**config.mk**
```make
export PLATFORM = sky130hd
export DESIGN_NAME = neuromorphic_wb_bridge_flat
export DESIGN_NICKNAME = d
export VERILOG_FILES = /design/src/rtl/neuromorphic_wb_bridge_pkg.sv /design/src/rtl/neuromorphic_wb_bridge_if.sv /design/src/rtl/neuromorphic_wb_bridge_timeout_ctr.sv /design/src/rtl/neuromorphic_wb_bridge.sv /design/src/flat_wrapper.sv
export SDC_FILE = /design/constraint.sdc
export NUM_CORES = 1
export LEC_CHECK = 0
export ABC_AREA = 1
export BUFFER_PORTS_ARGS = -buffer_cell sky130_fd_sc_hd__clkbuf_2
export CAP_MARGIN = 20
export CORE_MARGIN = 2
export CORE_UTILIZATION = 35
export DETAILED_ROUTE_END_ITERATION = 12
export PLACE_DENSITY = 0.61
export SLEW_MARGIN = 20
export SYNTH_ARGS = -nofsm -noshare
export SYNTH_HDL_FRONTEND = slang
export SYNTH_HIERARCHICAL = 1
export SYNTH_SLANG_ARGS = --single-unit
```
**constraint.sdc**
```tcl
create_clock -name CLKin -period 2.3 [get_ports CLKin]
set_clock_uncertainty 0.05 [all_clocks]
set_input_delay 0.115 -clock CLKin [delete_from_list [all_inputs] [get_ports CLKin]]
set_output_delay 0.115 -clock CLKin [all_outputs]
set_load 0.02 [all_outputs]
```
**src/rtl/neuromorphic_wb_bridge_pkg.sv**
```systemverilog
// Shared definitions for the neuromorphic ReRAM Wishbone bridge: FSM states,
// register window offsets, STATUS bit positions and the timeout read word.
package neuromorphic_pkg;

    typedef enum logic [1:0] {
        ST_IDLE  = 2'd0,
        ST_WREQ  = 2'd1,
        ST_RWAIT = 2'd2,
        ST_DONE  = 2'd3
    } nm_state_e;

    // Byte offsets inside the two-word window (decoded from adr[2:0]).
    localparam logic [2:0] NM_DATA_OFS   = 3'h0;
    localparam logic [2:0] NM_STATUS_OFS = 3'h4;

    // STATUS register layout.
    localparam int NM_ST_PEND_MSB = 5;
    localparam int NM_ST_TIMEOUT  = 8;
    localparam int NM_ST_BUSY     = 9;
    localparam int NM_ST_OVERFLOW = 10;
    localparam int NM_ST_UNDERFLW = 11;

    // Returned on the bus when the macro never answers.
    localparam logic [31:0] NM_TIMEOUT_DATA = 32'hDEAD_0000;

    // Assemble the STATUS word; unused bits read as zero.
    function automatic logic [31:0] nm_status_word(
        input logic [5:0] pend,
        input logic       tmo,
        input logic       busy,
        input logic       ovf,
        input logic       udf
    );
        logic [31:0] w;
        w                      = 32'h0000_0000;
        w[NM_ST_PEND_MSB:0]    = pend;
        w[NM_ST_TIMEOUT]       = tmo;
        w[NM_ST_BUSY]          = busy;
        w[NM_ST_OVERFLOW]      = ovf;
        w[NM_ST_UNDERFLW]      = udf;
        return w;
    endfunction

endpackage

```
**src/rtl/neuromorphic_wb_bridge_if.sv**
```systemverilog
// Wishbone classic slave-side bus bundle for the neuromorphic bridge.
interface neuromorphic_wb_bridge_if;

    logic        wbs_cyc_i;
    logic        wbs_stb_i;
    logic        wbs_we_i;
    logic [3:0]  wbs_sel_i;
    logic [31:0] wbs_adr_i;
    logic [31:0] wbs_dat_i;
    logic [31:0] wbs_dat_o;
    logic        wbs_ack_o;

    modport slave (
        input  wbs_cyc_i, wbs_stb_i, wbs_we_i, wbs_sel_i, wbs_adr_i, wbs_dat_i,
        output wbs_dat_o, wbs_ack_o
    );

    modport master (
        output wbs_cyc_i, wbs_stb_i, wbs_we_i, wbs_sel_i, wbs_adr_i, wbs_dat_i,
        input  wbs_dat_o, wbs_ack_o
    );

endinterface

```
**src/rtl/neuromorphic_wb_bridge_timeout_ctr.sv**
```systemverilog
// Per-request watchdog: cleared by load, counts while enabled, and flags
// expiry on the TIMEOUT_CYC-th enabled cycle. Saturates at the last count.
module neuromorphic_timeout_ctr #(
    parameter int TIMEOUT_CYC = 1023
) (
    input  logic CLKin,
    input  logic RSTin,
    input  logic load,
    input  logic en,
    output logic expire
);

    localparam int              W    = $clog2(TIMEOUT_CYC + 1);
    localparam logic [W-1:0]    LAST = W'(TIMEOUT_CYC - 1);

    logic [W-1:0] cnt_r;

    // Counter: restart on load, advance while the request is outstanding.
    always_ff @(posedge CLKin or negedge RSTin) begin
        if (!RSTin) begin
            cnt_r <= '0;
        end else if (load) begin
            cnt_r <= '0;
        end else if (en && (cnt_r != LAST)) begin
            cnt_r <= cnt_r + W'(1);
        end else begin
            cnt_r <= cnt_r;
        end
    end

    assign expire = en && (cnt_r == LAST);

endmodule

```
**src/rtl/neuromorphic_wb_bridge.sv**
```systemverilog
// Wishbone classic slave fronting the 32x32 neuromorphic ReRAM macro.
// DATA (offset 0x0) turns bus cycles into macro EN/R_WB requests; STATUS
// (offset 0x4) exposes the pending-entry count and sticky error flags.
module neuromorphic_wb_bridge
    import neuromorphic_pkg::*;
#(
    parameter logic [31:0] BASE_ADDR   = 32'h3000_0000,
    parameter int          TIMEOUT_CYC = 1023,
    parameter int          DEPTH       = 32
) (
    input  logic                    CLKin,
    input  logic                    RSTin,
    neuromorphic_wb_bridge_if.slave wb,
    output logic                    EN,
    output logic                    R_WB,
    output logic [31:0]             DI,
    output logic [31:0]             AD,
    output logic [3:0]              SEL,
    input  logic [31:0]             DO,
    input  logic                    func_ack
);

    localparam logic [5:0] DEPTH_L = 6'(DEPTH);

    nm_state_e   state_r;
    logic [5:0]  pending_r;
    logic        tmo_r;
    logic        ovf_r;
    logic        udf_r;
    logic        ack_r;
    logic [31:0] dat_o_r;

    logic        hit_s;
    logic        is_status_s;
    logic [31:0] status_s;
    logic        ctr_load_s;
    logic        ctr_en_s;
    logic        expire_s;

    assign hit_s       = wb.wbs_cyc_i && wb.wbs_stb_i &&
                         (wb.wbs_adr_i[31:3] == BASE_ADDR[31:3]);
    assign is_status_s = ({wb.wbs_adr_i[2], 2'b00} == NM_STATUS_OFS);
    assign status_s    = nm_status_word(pending_r, tmo_r, (state_r != ST_IDLE),
                                        ovf_r, udf_r);

    // The watchdog is held cleared while idle so every request starts at zero.
    assign ctr_load_s  = (state_r == ST_IDLE);
    assign ctr_en_s    = (state_r == ST_WREQ) || (state_r == ST_RWAIT);

    neuromorphic_timeout_ctr #(
        .TIMEOUT_CYC (TIMEOUT_CYC)
    ) u_tmo (
        .CLKin  (CLKin),
        .RSTin  (RSTin),
        .load   (ctr_load_s),
        .en     (ctr_en_s),
        .expire (expire_s)
    );

    assign wb.wbs_ack_o = ack_r;
    assign wb.wbs_dat_o = dat_o_r;

    // Bridge FSM: decode, macro request handshake, completion and status flags.
    always_ff @(posedge CLKin or negedge RSTin) begin
        if (!RSTin) begin
            state_r   <= ST_IDLE;
            pending_r <= 6'd0;
            tmo_r     <= 1'b0;
            ovf_r     <= 1'b0;
            udf_r     <= 1'b0;
            ack_r     <= 1'b0;
            dat_o_r   <= 32'h0000_0000;
            EN        <= 1'b0;
            R_WB      <= 1'b0;
            DI        <= 32'h0000_0000;
            AD        <= 32'h0000_0000;
            SEL       <= 4'h0;
        end else begin
            case (state_r)
                ST_IDLE: begin
                    ack_r <= 1'b0;
                    if (!hit_s) begin
                        state_r <= ST_IDLE;
                    end else if (is_status_s) begin
                        // Reads see the flags before this access's clear.
                        dat_o_r <= status_s;
                        if (wb.wbs_we_i) begin
                            tmo_r <= tmo_r & ~wb.wbs_dat_i[NM_ST_TIMEOUT];
                            ovf_r <= ovf_r & ~wb.wbs_dat_i[NM_ST_OVERFLOW];
                            udf_r <= udf_r & ~wb.wbs_dat_i[NM_ST_UNDERFLW];
                        end else begin
                            tmo_r <= tmo_r;
                        end
                        ack_r   <= 1'b1;
                        state_r <= ST_DONE;
                    end else if (wb.wbs_we_i) begin
                        if (pending_r == DEPTH_L) begin
                            // Macro queue full: a push would be dropped.
                            ovf_r   <= 1'b1;
                            ack_r   <= 1'b1;
                            state_r <= ST_DONE;
                        end else begin
                            DI      <= wb.wbs_dat_i;
                            AD      <= wb.wbs_adr_i;
                            SEL     <= wb.wbs_sel_i;
                            R_WB    <= 1'b0;
                            EN      <= 1'b1;
                            state_r <= ST_WREQ;
                        end
                    end else begin
                        if (pending_r == 6'd0) begin
                            // Macro queue empty: it would ignore the read.
                            dat_o_r <= 32'h0000_0000;
                            udf_r   <= 1'b1;
                            ack_r   <= 1'b1;
                            state_r <= ST_DONE;
                        end else begin
                            AD      <= wb.wbs_adr_i;
                            SEL     <= wb.wbs_sel_i;
                            R_WB    <= 1'b1;
                            EN      <= 1'b1;
                            state_r <= ST_RWAIT;
                        end
                    end
                end

                ST_WREQ: begin
                    // Write request is a one-cycle pulse so the macro pushes once.
                    EN <= 1'b0;
                    if (func_ack) begin
                        pending_r <= pending_r + 6'd1;
                        ack_r     <= 1'b1;
                        state_r   <= ST_DONE;
                    end else if (expire_s) begin
                        tmo_r     <= 1'b1;
                        dat_o_r   <= NM_TIMEOUT_DATA;
                        ack_r     <= 1'b1;
                        state_r   <= ST_DONE;
                    end else begin
                        state_r   <= ST_WREQ;
                    end
                end

                ST_RWAIT: begin
                    // EN must stay high until the ack; dropping it aborts the read.
                    if (func_ack) begin
                        dat_o_r   <= DO;
                        EN        <= 1'b0;
                        pending_r <= pending_r - 6'd1;
                        ack_r     <= 1'b1;
                        state_r   <= ST_DONE;
                    end else if (expire_s) begin
                        EN        <= 1'b0;
                        tmo_r     <= 1'b1;
                        dat_o_r   <= NM_TIMEOUT_DATA;
                        ack_r     <= 1'b1;
                        state_r   <= ST_DONE;
                    end else begin
                        state_r   <= ST_RWAIT;
                    end
                end

                ST_DONE: begin
                    // Ack cycle; the stale strobe is ignored while here.
                    ack_r   <= 1'b0;
                    state_r <= ST_IDLE;
                end

                default: begin
                    EN      <= 1'b0;
                    ack_r   <= 1'b0;
                    state_r <= ST_IDLE;
                end
            endcase
        end
    end

endmodule

```
**src/flat_wrapper.sv**
```systemverilog
// flat-port wrapper written by rule: the top's interface ports become plain ports
module neuromorphic_wb_bridge_flat import neuromorphic_pkg::*;
#(
    parameter logic [31:0] BASE_ADDR   = 32'h3000_0000,
    parameter int          TIMEOUT_CYC = 1023,
    parameter int          DEPTH       = 32
)
  (CLKin, RSTin, EN, R_WB, DI, AD, SEL, DO, func_ack, wb_wbs_cyc_i, wb_wbs_stb_i, wb_wbs_we_i, wb_wbs_sel_i, wb_wbs_adr_i, wb_wbs_dat_i, wb_wbs_dat_o, wb_wbs_ack_o);
  neuromorphic_wb_bridge_if wb_i ();
  input  logic CLKin;
  input  logic RSTin;
  output logic EN;
  output logic R_WB;
  output logic [31:0] DI;
  output logic [31:0] AD;
  output logic [3:0] SEL;
  input  logic [31:0] DO;
  input  logic func_ack;
  input wire logic [$bits(wb_i.wbs_cyc_i)-1:0] wb_wbs_cyc_i;
  input wire logic [$bits(wb_i.wbs_stb_i)-1:0] wb_wbs_stb_i;
  input wire logic [$bits(wb_i.wbs_we_i)-1:0] wb_wbs_we_i;
  input wire logic [$bits(wb_i.wbs_sel_i)-1:0] wb_wbs_sel_i;
  input wire logic [$bits(wb_i.wbs_adr_i)-1:0] wb_wbs_adr_i;
  input wire logic [$bits(wb_i.wbs_dat_i)-1:0] wb_wbs_dat_i;
  output wire logic [$bits(wb_i.wbs_dat_o)-1:0] wb_wbs_dat_o;
  output wire logic [$bits(wb_i.wbs_ack_o)-1:0] wb_wbs_ack_o;
  assign wb_i.wbs_cyc_i = wb_wbs_cyc_i;
  assign wb_i.wbs_stb_i = wb_wbs_stb_i;
  assign wb_i.wbs_we_i = wb_wbs_we_i;
  assign wb_i.wbs_sel_i = wb_wbs_sel_i;
  assign wb_i.wbs_adr_i = wb_wbs_adr_i;
  assign wb_i.wbs_dat_i = wb_wbs_dat_i;
  assign wb_wbs_dat_o = wb_i.wbs_dat_o;
  assign wb_wbs_ack_o = wb_i.wbs_ack_o;
  neuromorphic_wb_bridge #(.BASE_ADDR(BASE_ADDR), .TIMEOUT_CYC(TIMEOUT_CYC), .DEPTH(DEPTH)) u_core (.CLKin(CLKin), .RSTin(RSTin), .wb(wb_i), .EN(EN), .R_WB(R_WB), .DI(DI), .AD(AD), .SEL(SEL), .DO(DO), .func_ack(func_ack));
endmodule
```
==> flow_summary_export.csv, run 1 <==
group,metric,value,unit
outcome,status,"completed",
synth,synth_area_per_cell,7.75,µm²
clock_network,clock_path_buffers,2,
synth,ys.flop_type,"dfrtp_1",
place,dpl.hpwl,12000,µm
worst_setup_path,ff2ff_setup_slack,130,ps
worst_setup_path,ff2ff_path_depth,14,
worst_setup_path,crit_type,"reg2reg",
synth,synth_edf_count,0,
power,vdd_drop_max,517,µV
clock_network,clk_pin_slew,50,ps
sta,fmax,460,MHz
worst_hold_path,hp-class,"in2reg",
worst_setup_path,path_cells,"inv_1 -> ha_1 -> nand3_1 -> nor2_4 -> nand2_1 -> nor2_4 -> buf_6 -> nor2_1 -> nand2_1 -> o21ai_0 -> nor2_1 -> nand3_1 -> nand2_1 -> nand2_1",
power,power_leakage,4.74,nW
synth,synth_top_cell_area_share,0.470,
synth,syn-num-nets,964,
worst_hold_path,min_from,"DO[30]",
final_layout,diodes,0,
floorplanning,die_w,141,µm
floorplanning,fp-row-count,50,
grt,grt_busiest_layer,"met2",
detailed_routing,wirelength,18100,µm
grt,grt_pass1_wl,29900,µm
sta,setup_viol,0,
sta,timing.hold.ws,18.0,ps
final_layout,drive_gt1_frac,0.277,
run,cap_viol_max_count,0,
floorplanning,io_pins,209,
detailed_routing,num_vias,6206,
worst_setup_path,crit_path_start,"u_core/u_tmo/cnt_r[0]",
detailed_routing,viasPerCell,4.60,
worst_setup_path,worstReg2RegEnd,"u_core/EN",
synth,synth_area_leaders,"dfrtp_1 (47%), nand2_1 (16%), inv_1 (5.2%)",
floorplanning,die_h,141,µm
worst_setup_path,cp_common_cell,"nand2_1",
sta,period_share,0.945,
detailed_routing,first_pass_iters,8,
worst_setup_path,critPathSlowestCell,"dfrtp_1",
sta,timing_max_transition_violations_final,0,
worst_setup_path,r2r-start,"u_core/u_tmo/cnt_r[0]",
worst_setup_path,start_kind,"flop",
worst_setup_path,cp_max_fo,14,
synth,ys_types,39,
grt,track_usage,0.186,
place,placedCellCount,1262,
grt,grt_antenna_before_repair,0,
synth,netlist_instances,846,
synth,ys_top_cells_by_count,"nand2_1 (287), dfrtp_1 (123), inv_1 (91), nor2_1 (88), o21ai_0 (42)",
synth,synth-seq-cells,123,
clock_network,clock_latency,420,ps
sta,rsz0062_at_grt,"yes",
sta,maxSlewHeadroom,0.536,
worst_setup_path,max_stage_delay,410,ps
clock_network,postCtsSetupRepairBufs,0,
clock_network,cts_root_buf,"clkbuf_16",
clock_network,cts_sinks,123,
grt,grt_pass1_vias,6007,
synth,syn-cell-area,6550,µm²
synth,yosys.area.top_type,"dfrtp_1",
sta,worst_slew_pin_slew,696,ps
worst_setup_path,cp_top_family,"simple AND/OR/NAND/NOR gates",
detailed_routing,postRouteAntennaNets,0,
sta,setup_ws,127,ps
grt,grt_max_degree,124,
floorplanning,initial_utilization,0.354,
detailed_routing,drc_errors,0,
synth,ys_async_sr_fraction,1.00,
grt,grt_use_met1,0.254,
grt,use_met2,0.296,
worst_hold_path,hold-path-cell-count,5,
place,gp_congestion,0.792,
worst_hold_path,min_to,"u_core/wb.wbs_dat_o[30]",
grt,use_met3,0.0469,
clock_network,htreeDepth,4,
detailed_routing,drt-wirelength-per-cell,13.4,µm
power,fin_total_pwr,5.27,mW
clock_network,tritoncts,"built",
synth,ys_seq_area_frac,0.470,
final_layout,nets,1219,
place,pre_cts_ws,149,ps
final_layout,final_cells,1348,
sta,min_period,2170,ps
floorplanning,die-area,19800,µm²
synth,yosysMostFrequentCell,"nand2_1",
power,power.density,588,nW/µm²
clock_network,numCtsBuffers,17,
final_layout,utilization,0.484,
final_layout,n_fill_cell,1786,
detailed_routing,drtIter0Drc,311,
sta,hold_viol,0,
worst_setup_path,cp.arrival,2430,ps
grt,grt-ovfl-total,0,
worst_setup_path,cp-end-kind,"flop",
worst_setup_path,required,2560,ps
worst_setup_path,path_buf_inv,2,
place,numPortBuffers,207,
final_layout,syn2layout_area_growth,36.8,%
synth,ys.warnings.count,6,
floorplanning,coreArea,18500,µm²
==> worst max-delay path by stage <==
stage | end | cells after the start
floorplan | u_core/wb.wbs_dat_o[3] | 12
global placement | u_core/wb.wbs_dat_o[16] | 9
detailed placement | u_core/wb.wbs_dat_o[3] | 9
CTS | u_core/wb.wbs_dat_o[8] | 9
global route | u_core/wb.wbs_dat_o[3] | 11
finish | u_core/EN | 14
==> registers in the layout (all words and copies together) (netlist names) <==
register / flops
u_core/udf_r: 1
u_core/SEL: 4
u_core/DI: 32
u_core/ovf_r: 1
u_core/R_WB: 1
u_core/AD: 31
u_core/state_r: 2
u_core/tmo_r: 1
u_core/wb.wbs_dat_o: 32
u_core/wb.wbs_ack_o: 1
u_core/pending_r: 6
u_core/u_tmo/cnt_r: 10
u_core/EN: 1
==> worst reg2reg max path: cells and delay by family (launching register included) <==
kind            cells  cell delay [ps]
compound gates      1               70
fa+ha+maj           1              140
buf+inv             2              310
flops               1              410
simple gates       10             1080
==> power by group <==
part | internal, mW | total (mW) | switching (mW)
sequential | 2.16 | 2.16 | 0.0000000248
combinational | 0.146 | 0.299 | 0.154
clock | 1.77 | 2.80 | 1.03
==> metal layers <==
layer | up-vias | share of wire
met3 | 18 | 0.053
li1 | 3160 | -
met5 | - | 0
met1 | 2846 | 0.47
met2 | 182 | 0.47
met4 | 0 | 0.012
==> layout by cell type, fill, tap and decap left out, types with 3 or more instances in the layout <==
cell	count
a21oi_1	10
a22oi_1	4
buf_12	3
buf_4	11
bufinv_16	3
clkbuf_16	17
clkbuf_2	206
clkinv_2	3
clkinvlp_4	4
dfrtp_1	123
dlygate4sd3_1	53
ha_1	10
inv_1	90
inv_2	3
inv_6	4
nand2_1	287
nand2_2	7
nand3_1	25
nand4_1	40
nor2_1	87
nor2_2	9
nor2_4	5
o21ai_0	42
o21ai_1	15
o21ai_2	17
xor2_1	7
==> cell type report <==
| cell class | instances | area [µm²] | area share |
|---|---|---|---|
| flip-flops and latches | 123 | 3080 | 0.343 |
| repair buffers | 274 | 1720 | 0.191 |
| repair inverters | 1 | 7.51 | 0.000837 |
| clock inverters | 13 | 164 | 0.0183 |
| multi-input cells | 589 | 2890 | 0.323 |
| clock buffers | 19 | 453 | 0.0505 |
| well taps | 234 | 293 | 0.0327 |
| inverters | 95 | 360 | 0.0402 |
==> kinds of logic after synthesis <==
group	Yosys count	synth area share
AND/OR/NAND/NOR	472	0.313
adder cells (fa/ha/maj)	12	0.0241
XOR/XNOR	9	0.0120
other	1	0.000572
flip-flops	123	0.470
AO/OA/AOI/OAI	95	0.0888
buffers and inverters	134	0.0918
==> timing repair <==
action	4_1_cts	5_1_grt
endpoints found under the hold margin	177	0
setup endpoints to repair	0	25
resized for setup	0	7
hold buffers	53	0
==> stage by stage <==
stage	area, µm²	TNS, ps
after CTS	8930	0
after floorplan	6550	0
final	8960	0
after global routing	8960	-10.7
after detailed placement	7790	0
after global placement	7790	0
No activity file was read; power rests on OpenSTA's default activity.
==> run 2, diff against run 1 <==
--- a/config.mk
+++ b/config.mk
@@ -12,6 +12,7 @@
 export CORE_UTILIZATION = 35
 export DETAILED_ROUTE_END_ITERATION = 12
 export PLACE_DENSITY = 0.61
+export RECOVER_POWER = 100
 export SLEW_MARGIN = 20
 export SYNTH_ARGS = -nofsm -noshare
 export SYNTH_HDL_FRONTEND = slang
==> run 2 against run 1 <==
  * The run now ends with capacitance limit, slew limit left
  * Final cell count unchanged
  * First-iteration DRC count up 0.64%
  * Core utilization down 1.0 points
  * Worst hold slack worse by 4.1 ps
  * Critical path type unchanged
  * Critical endpoint unchanged
==> flow_summary_export.csv, run 2 (synthesis results as in run 1) <==
group,metric,value,unit
grt,track_usage,0.186,
power,fin_total_pwr,5.27,mW
floorplanning,coreArea,18500,µm²
outcome,violations,"capacitance limit, slew limit",
worst_setup_path,cp_top_family,"simple AND/OR/NAND/NOR gates",
final_layout,drive_gt1_frac,0.181,
worst_setup_path,r2r-start,"u_core/u_tmo/cnt_r[0]",
worst_setup_path,start_kind,"flop",
worst_setup_path,required,2560,ps
floorplanning,die-area,19800,µm²
detailed_routing,wirelength,18200,µm
final_layout,nets,1219,
worst_setup_path,cp_max_fo,14,
grt,grt_pass1_vias,6007,
power,power.density,600,nW/µm²
clock_network,cts_root_buf,"clkbuf_16",
worst_setup_path,critPathSlowestCell,"dfrtp_1",
sta,setup_tns,0,ps
final_layout,diodes,0,
detailed_routing,drc_errors,0,
clock_network,clk_pin_slew,50,ps
place,dpl.hpwl,12000,µm
sta,rsz0062_at_grt,"yes",
run,cap_viol_max_count,1,
clock_network,postCtsSetupRepairBufs,0,
clock_network,clock_path_buffers,2,
worst_setup_path,cp.arrival,2440,ps
grt,grt_max_degree,124,
floorplanning,die_h,141,µm
sta,period_share,0.950,
sta,timing_max_transition_violations_final,124,
detailed_routing,drtIter0Drc,313,
worst_hold_path,min_from,"DO[30]",
final_layout,n_fill_cell,1841,
sta,fmax,458,MHz
final_layout,syn2layout_area_growth,33.9,%
clock_network,cts_sinks,123,
floorplanning,initial_utilization,0.354,
detailed_routing,first_pass_iters,5,
worst_setup_path,cp-end-kind,"flop",
grt,grt-ovfl-total,0,
sta,hold_viol,0,
worst_setup_path,crit_path_start,"u_core/u_tmo/cnt_r[0]",
floorplanning,fp-row-count,50,
sta,maxSlewHeadroom,-0.158,
sta,min_period,2180,ps
worst_setup_path,crit_type,"reg2reg",
place,numPortBuffers,207,
floorplanning,die_w,141,µm
clock_network,htreeDepth,4,
grt,grt_pass1_wl,29900,µm
power,power_leakage,4.39,nW
sta,worst_slew_pin_slew,1740,ps
power,vdd_drop_max,522,µV
clock_network,clock_latency,420,ps
detailed_routing,drt-wirelength-per-cell,13.5,µm
grt,grt_antenna_before_repair,0,
final_layout,final_cell_mix,"nand2_1 (287), dfrtp_1 (123), clkbuf_2 (105), clkbuf_1 (103), inv_1 (91)",
sta,timing.hold.ws,13.9,ps
worst_setup_path,path_buf_inv,2,
worst_setup_path,max_stage_delay,410,ps
worst_setup_path,path_cells,"inv_1 -> ha_1 -> nand3_1 -> nor2_4 -> nand2_1 -> nor2_4 -> buf_6 -> nor2_1 -> nand2_1 -> o21ai_0 -> nor2_1 -> nand3_1 -> nand2_1 -> nand2_1",
floorplanning,io_pins,209,
detailed_routing,num_vias,6274,
clock_network,tritoncts,"built",
worst_setup_path,cp_common_cell,"nand2_1",
worst_hold_path,hp-class,"in2reg",
detailed_routing,postRouteAntennaNets,0,
final_layout,layout_commonest_cell,"nand2_1",
detailed_routing,viasPerCell,4.65,
outcome,status,"finished with violations",
clock_network,numCtsBuffers,17,
sta,setup_viol,0,
place,gp_congestion,0.792,
## run 2: changes by cell type in the layout (fill, tap and decap cells not counted), moves of 2 or more
cell / previous run / this run
clkbuf_4: 0 / 2
nor2_1: 87 / 89
nor2_8: 2 / 0
clkbuf_2: 206 / 105
clkbuf_1: 0 / 103
buf_4: 11 / 8
## run 2: final timing paths
kind	endpoint	slack, ps	depth (start not counted)
setup / recovery	u_core/EN	120	14
hold / removal	u_core/wb.wbs_dat_o[30]	10	5
setup reg to reg	u_core/EN	120	14
hold reg to reg	u_core/AD[28]	410	1
max in group asynchronous	u_core/u_tmo/cnt_r[1]	340	3
min in group asynchronous	u_core/AD[12]	750	3
## run 2: timing repair
action,CTS,global route
hold buffers,53,0
endpoints found under the setup margin,0,25
endpoints found under the hold margin,177,0
gates resized for setup,0,7
## run 2: power by group
part / leakage, nW / internal, mW / switching [mW]
registers: 1.57 / 2.16 / 0.0000000246
logic: 2.52 / 0.142 / 0.151
clock network: 0.301 / 1.77 / 1.04
## run 2: metal layers
metal  global-route usage  routed length [µm]  vias to the layer above
met2                0.296                8450                      213
li1                     -                   -                     3168
met3               0.0469                1040                       21
met5                    0                   0                        -
met1                0.254                8470                     2872
met4               0.0537                 250                        0
## run 2: area by class of cell
cell class | instances | area [µm²] | area share
flip-flops and latches | 123 | 3080 | 0.351
clock inverters | 13 | 164 | 0.0187
repair inverters | 1 | 7.51 | 0.000856
repair buffers | 274 | 1570 | 0.179
well taps | 234 | 293 | 0.0334
clock buffers | 19 | 453 | 0.0516
inverters | 95 | 360 | 0.0411
multi-input cells | 589 | 2850 | 0.325
## run 2: worst min-delay path, delay by kind of cell
family,cells,cell delay [ps]
simple gates,2,130
buf+inv,1,80
compound gates,2,130
## run 2: per-stage QoR
step / util / setup slack [ps] / instance area (µm²) / cells
CTS: 0.482 / 54.8 / 8930 / 1347
global route: 0.474 / -10.7 / 8770 / 1348
floorplan: - / 335 / 6550 / 846
global placement: 0.420 / 206 / 7790 / 1262
detailed placement: 0.420 / 149 / 7790 / 1262
finish: 0.474 / 115 / 8770 / 1348
==> run 3, diff against run 2 <==
--- a/config.mk
+++ b/config.mk
@@ -8,10 +8,12 @@
 export ABC_AREA = 1
 export BUFFER_PORTS_ARGS = -buffer_cell sky130_fd_sc_hd__clkbuf_2
 export CAP_MARGIN = 20
+export CELL_PAD_IN_SITES_DETAIL_PLACEMENT = 1
+export CELL_PAD_IN_SITES_GLOBAL_PLACEMENT = 2
 export CORE_MARGIN = 2
-export CORE_UTILIZATION = 35
+export CORE_UTILIZATION = 28
 export DETAILED_ROUTE_END_ITERATION = 12
-export PLACE_DENSITY = 0.61
+export PLACE_DENSITY = 0.81
 export RECOVER_POWER = 100
 export SLEW_MARGIN = 20
 export SYNTH_ARGS = -nofsm -noshare
==> run 3 against run 2 <==
  * The run still ends with capacitance limit, slew limit left
  * Count of clock-buffer cells in the layout down 2
  * Final area up 1.3%
  * Critical path type unchanged
  * Final cell count up 5.9%
  * Worst setup slack better by 79 ps
  * Critical path depth down 4
  * Clock power up 7.8%
  * Power up 4.2%
==> flow_summary_export.csv, run 3 (synthesis results as in run 1) <==
group,metric,value,unit
sta,worst_slew_pin_slew,1640,ps
final_layout,layout_commonest_cell,"nand2_1",
final_layout,syn2layout_area_growth,35.7,%
worst_setup_path,required,2550,ps
power,power.density,617,nW/µm²
clock_network,clk_pin_slew,60,ps
grt,track_usage,0.180,
worst_setup_path,crit_type,"reg2reg",
final_layout,diodes,0,
final_layout,nets,1219,
power,p_int,4.25,mW
worst_setup_path,cp.arrival,2360,ps
floorplanning,fp-row-count,55,
floorplanning,die_w,157,µm
place,gp_congestion,0.766,
clock_network,cts_root_buf,"clkbuf_16",
clock_network,tritoncts,"built",
sta,fmax,475,MHz
sta,timing.hold.ws,13.4,ps
final_layout,drive_gt1_frac,0.180,
detailed_routing,drc_errors,0,
power,clkPwrFrac,0.553,
detailed_routing,wirelength,21700,µm
power,switching_share,0.227,
floorplanning,die_h,157,µm
worst_setup_path,cp_max_fo,33,
clock_network,numCtsBuffers,17,
power,p_switching,1.24,mW
place,dpl.hpwl,15100,µm
detailed_routing,first_pass_iters,6,
grt,grt_pass1_vias,6996,
detailed_routing,wl_met2,10500,µm
clock_network,cts_sinks,123,
worst_hold_path,hp-class,"in2reg",
power,seqPwrFrac,0.394,
floorplanning,initial_utilization,0.288,
final_layout,final_cell_mix,"nand2_1 (287), dfrtp_1 (123), clkbuf_2 (104), clkbuf_1 (102), inv_1 (92)",
sta,hold_viol,0,
detailed_routing,postRouteAntennaNets,0,
detailed_routing,drt-met1-wl,9730,µm
outcome,status,"finished with violations",
floorplanning,die-area,24600,µm²
floorplanning,coreArea,22800,µm²
grt,grt_pass1_wl,35400,µm
sta,period_share,0.915,
grt,grt_max_degree,124,
detailed_routing,drtIter0Drc,289,
power,power_leakage,4.41,nW
worst_setup_path,start_kind,"flop",
sta,timing_max_transition_violations_final,124,
detailed_routing,num_vias,6539,
sta,rsz0062_at_grt,"no",
grt,grt_antenna_before_repair,1,
grt,grt-ovfl-total,0,
sta,min_period,2110,ps
outcome,violations,"capacitance limit, slew limit",
worst_setup_path,cp-end-kind,"flop",
worst_setup_path,r2r-start,"u_core/pending_r[5]",
detailed_routing,viasPerCell,4.58,
worst_setup_path,crit_path_start,"u_core/pending_r[5]",
sta,setup_tns,0,ps
power,pwr-share-comb,0.053,
worst_hold_path,min_from,"func_ack",
power,vdd_drop_max,383,µV
clock_network,clock_path_buffers,2,
run,cap_viol_max_count,1,
clock_network,htreeDepth,4,
detailed_routing,drt-wirelength-per-cell,15.2,µm
sta,maxSlewHeadroom,-0.0947,
place,numPortBuffers,207,
final_layout,n_fill_cell,2883,
detailed_routing,top_layer,"met5",
floorplanning,io_pins,209,
clock_network,clock_latency,420,ps
sta,setup_viol,0,
detailed_routing,wl_met3,1180,µm
## run 3: cell types whose count changed in the layout (fill, tap and decap cells not counted), sizes merged
cell         before  now
buf              11   20
inv              97   99
dlygate4sd3      53   46
clkinv            5    3
bufinv            3    5
clkinvlp          4    3
clkbuf          229  226
## run 3: worst paths after layout
| path | slack, ps | endpoint | cells past startpoint |
|---|---|---|---|
| worst max-delay path | 190 | u_core/DI[21] | 10 |
| worst min-delay path | 10 | u_core/wb.wbs_ack_o | 3 |
| worst max register to register | 190 | u_core/DI[21] | 10 |
| worst min register to register | 410 | u_core/AD[28] | 1 |
| max in group asynchronous | 450 | u_core/wb.wbs_ack_o | 3 |
| min in group asynchronous | 660 | u_core/wb.wbs_dat_o[6] | 3 |
## run 3: per-layer routing
metal | track usage | vias to the layer above
li1 | - | 3167
met1 | 0.225 | 3190
met2 | 0.301 | 155
met3 | 0.0515 | 25
met4 | 0.0550 | 2
met5 | 0 | -
## run 3: worst max-delay path, cell delays in order, from the launching register on
cell and delay, ps:
dfrtp_1 400, inv_1 100, nor2_1 50, nand3_1 160
nand2_1 100, inv_1 120, clkbuf_4 400, nand4_2 160
clkbuf_4 260, nand2_1 110, nand2_1 60
## run 3: power groups by stage
| stage | clock [mW] | sequential (mW) | combinational, mW |
|---|---|---|---|
| floorplan | 0 | 2.20 | 0.0680 |
| global placement | 0 | 2.20 | 0.233 |
| detailed placement | 0 | 2.20 | 0.235 |
| CTS | 3.10 | 2.16 | 0.300 |
| global route | 3.19 | 2.16 | 0.326 |
| finish | 3.03 | 2.16 | 0.291 |
## run 3: metrics by stage
stage	instances	worst slack [ps]	utilization	instance area (µm²)	total power, mW
finish	1427	195	0.390	8890	5.49
global route	1427	21.3	0.390	8890	5.68
CTS	1425	123	0.399	9080	5.56
detailed placement	1347	171	0.349	7960	2.44
global placement	1347	285	0.349	7960	2.44
floorplan	846	335	-	6550	2.27
## run 3: final cells by class
class	instances	area, µm²	share of cell area
clock buffer	17	425	0.0478
multi-input combinational	589	2820	0.317
tap	313	392	0.0440
sequential	123	3080	0.346
inverter	95	357	0.0401
timing repair buffer	275	1590	0.178
clock inverter	15	236	0.0266
## run 3: repair_timing
item	CTS	global route
setup endpoints to repair	0	10
hold buffers	46	0
endpoints found under the hold margin	170	0
resized for setup	0	3
setup buffers	0	2
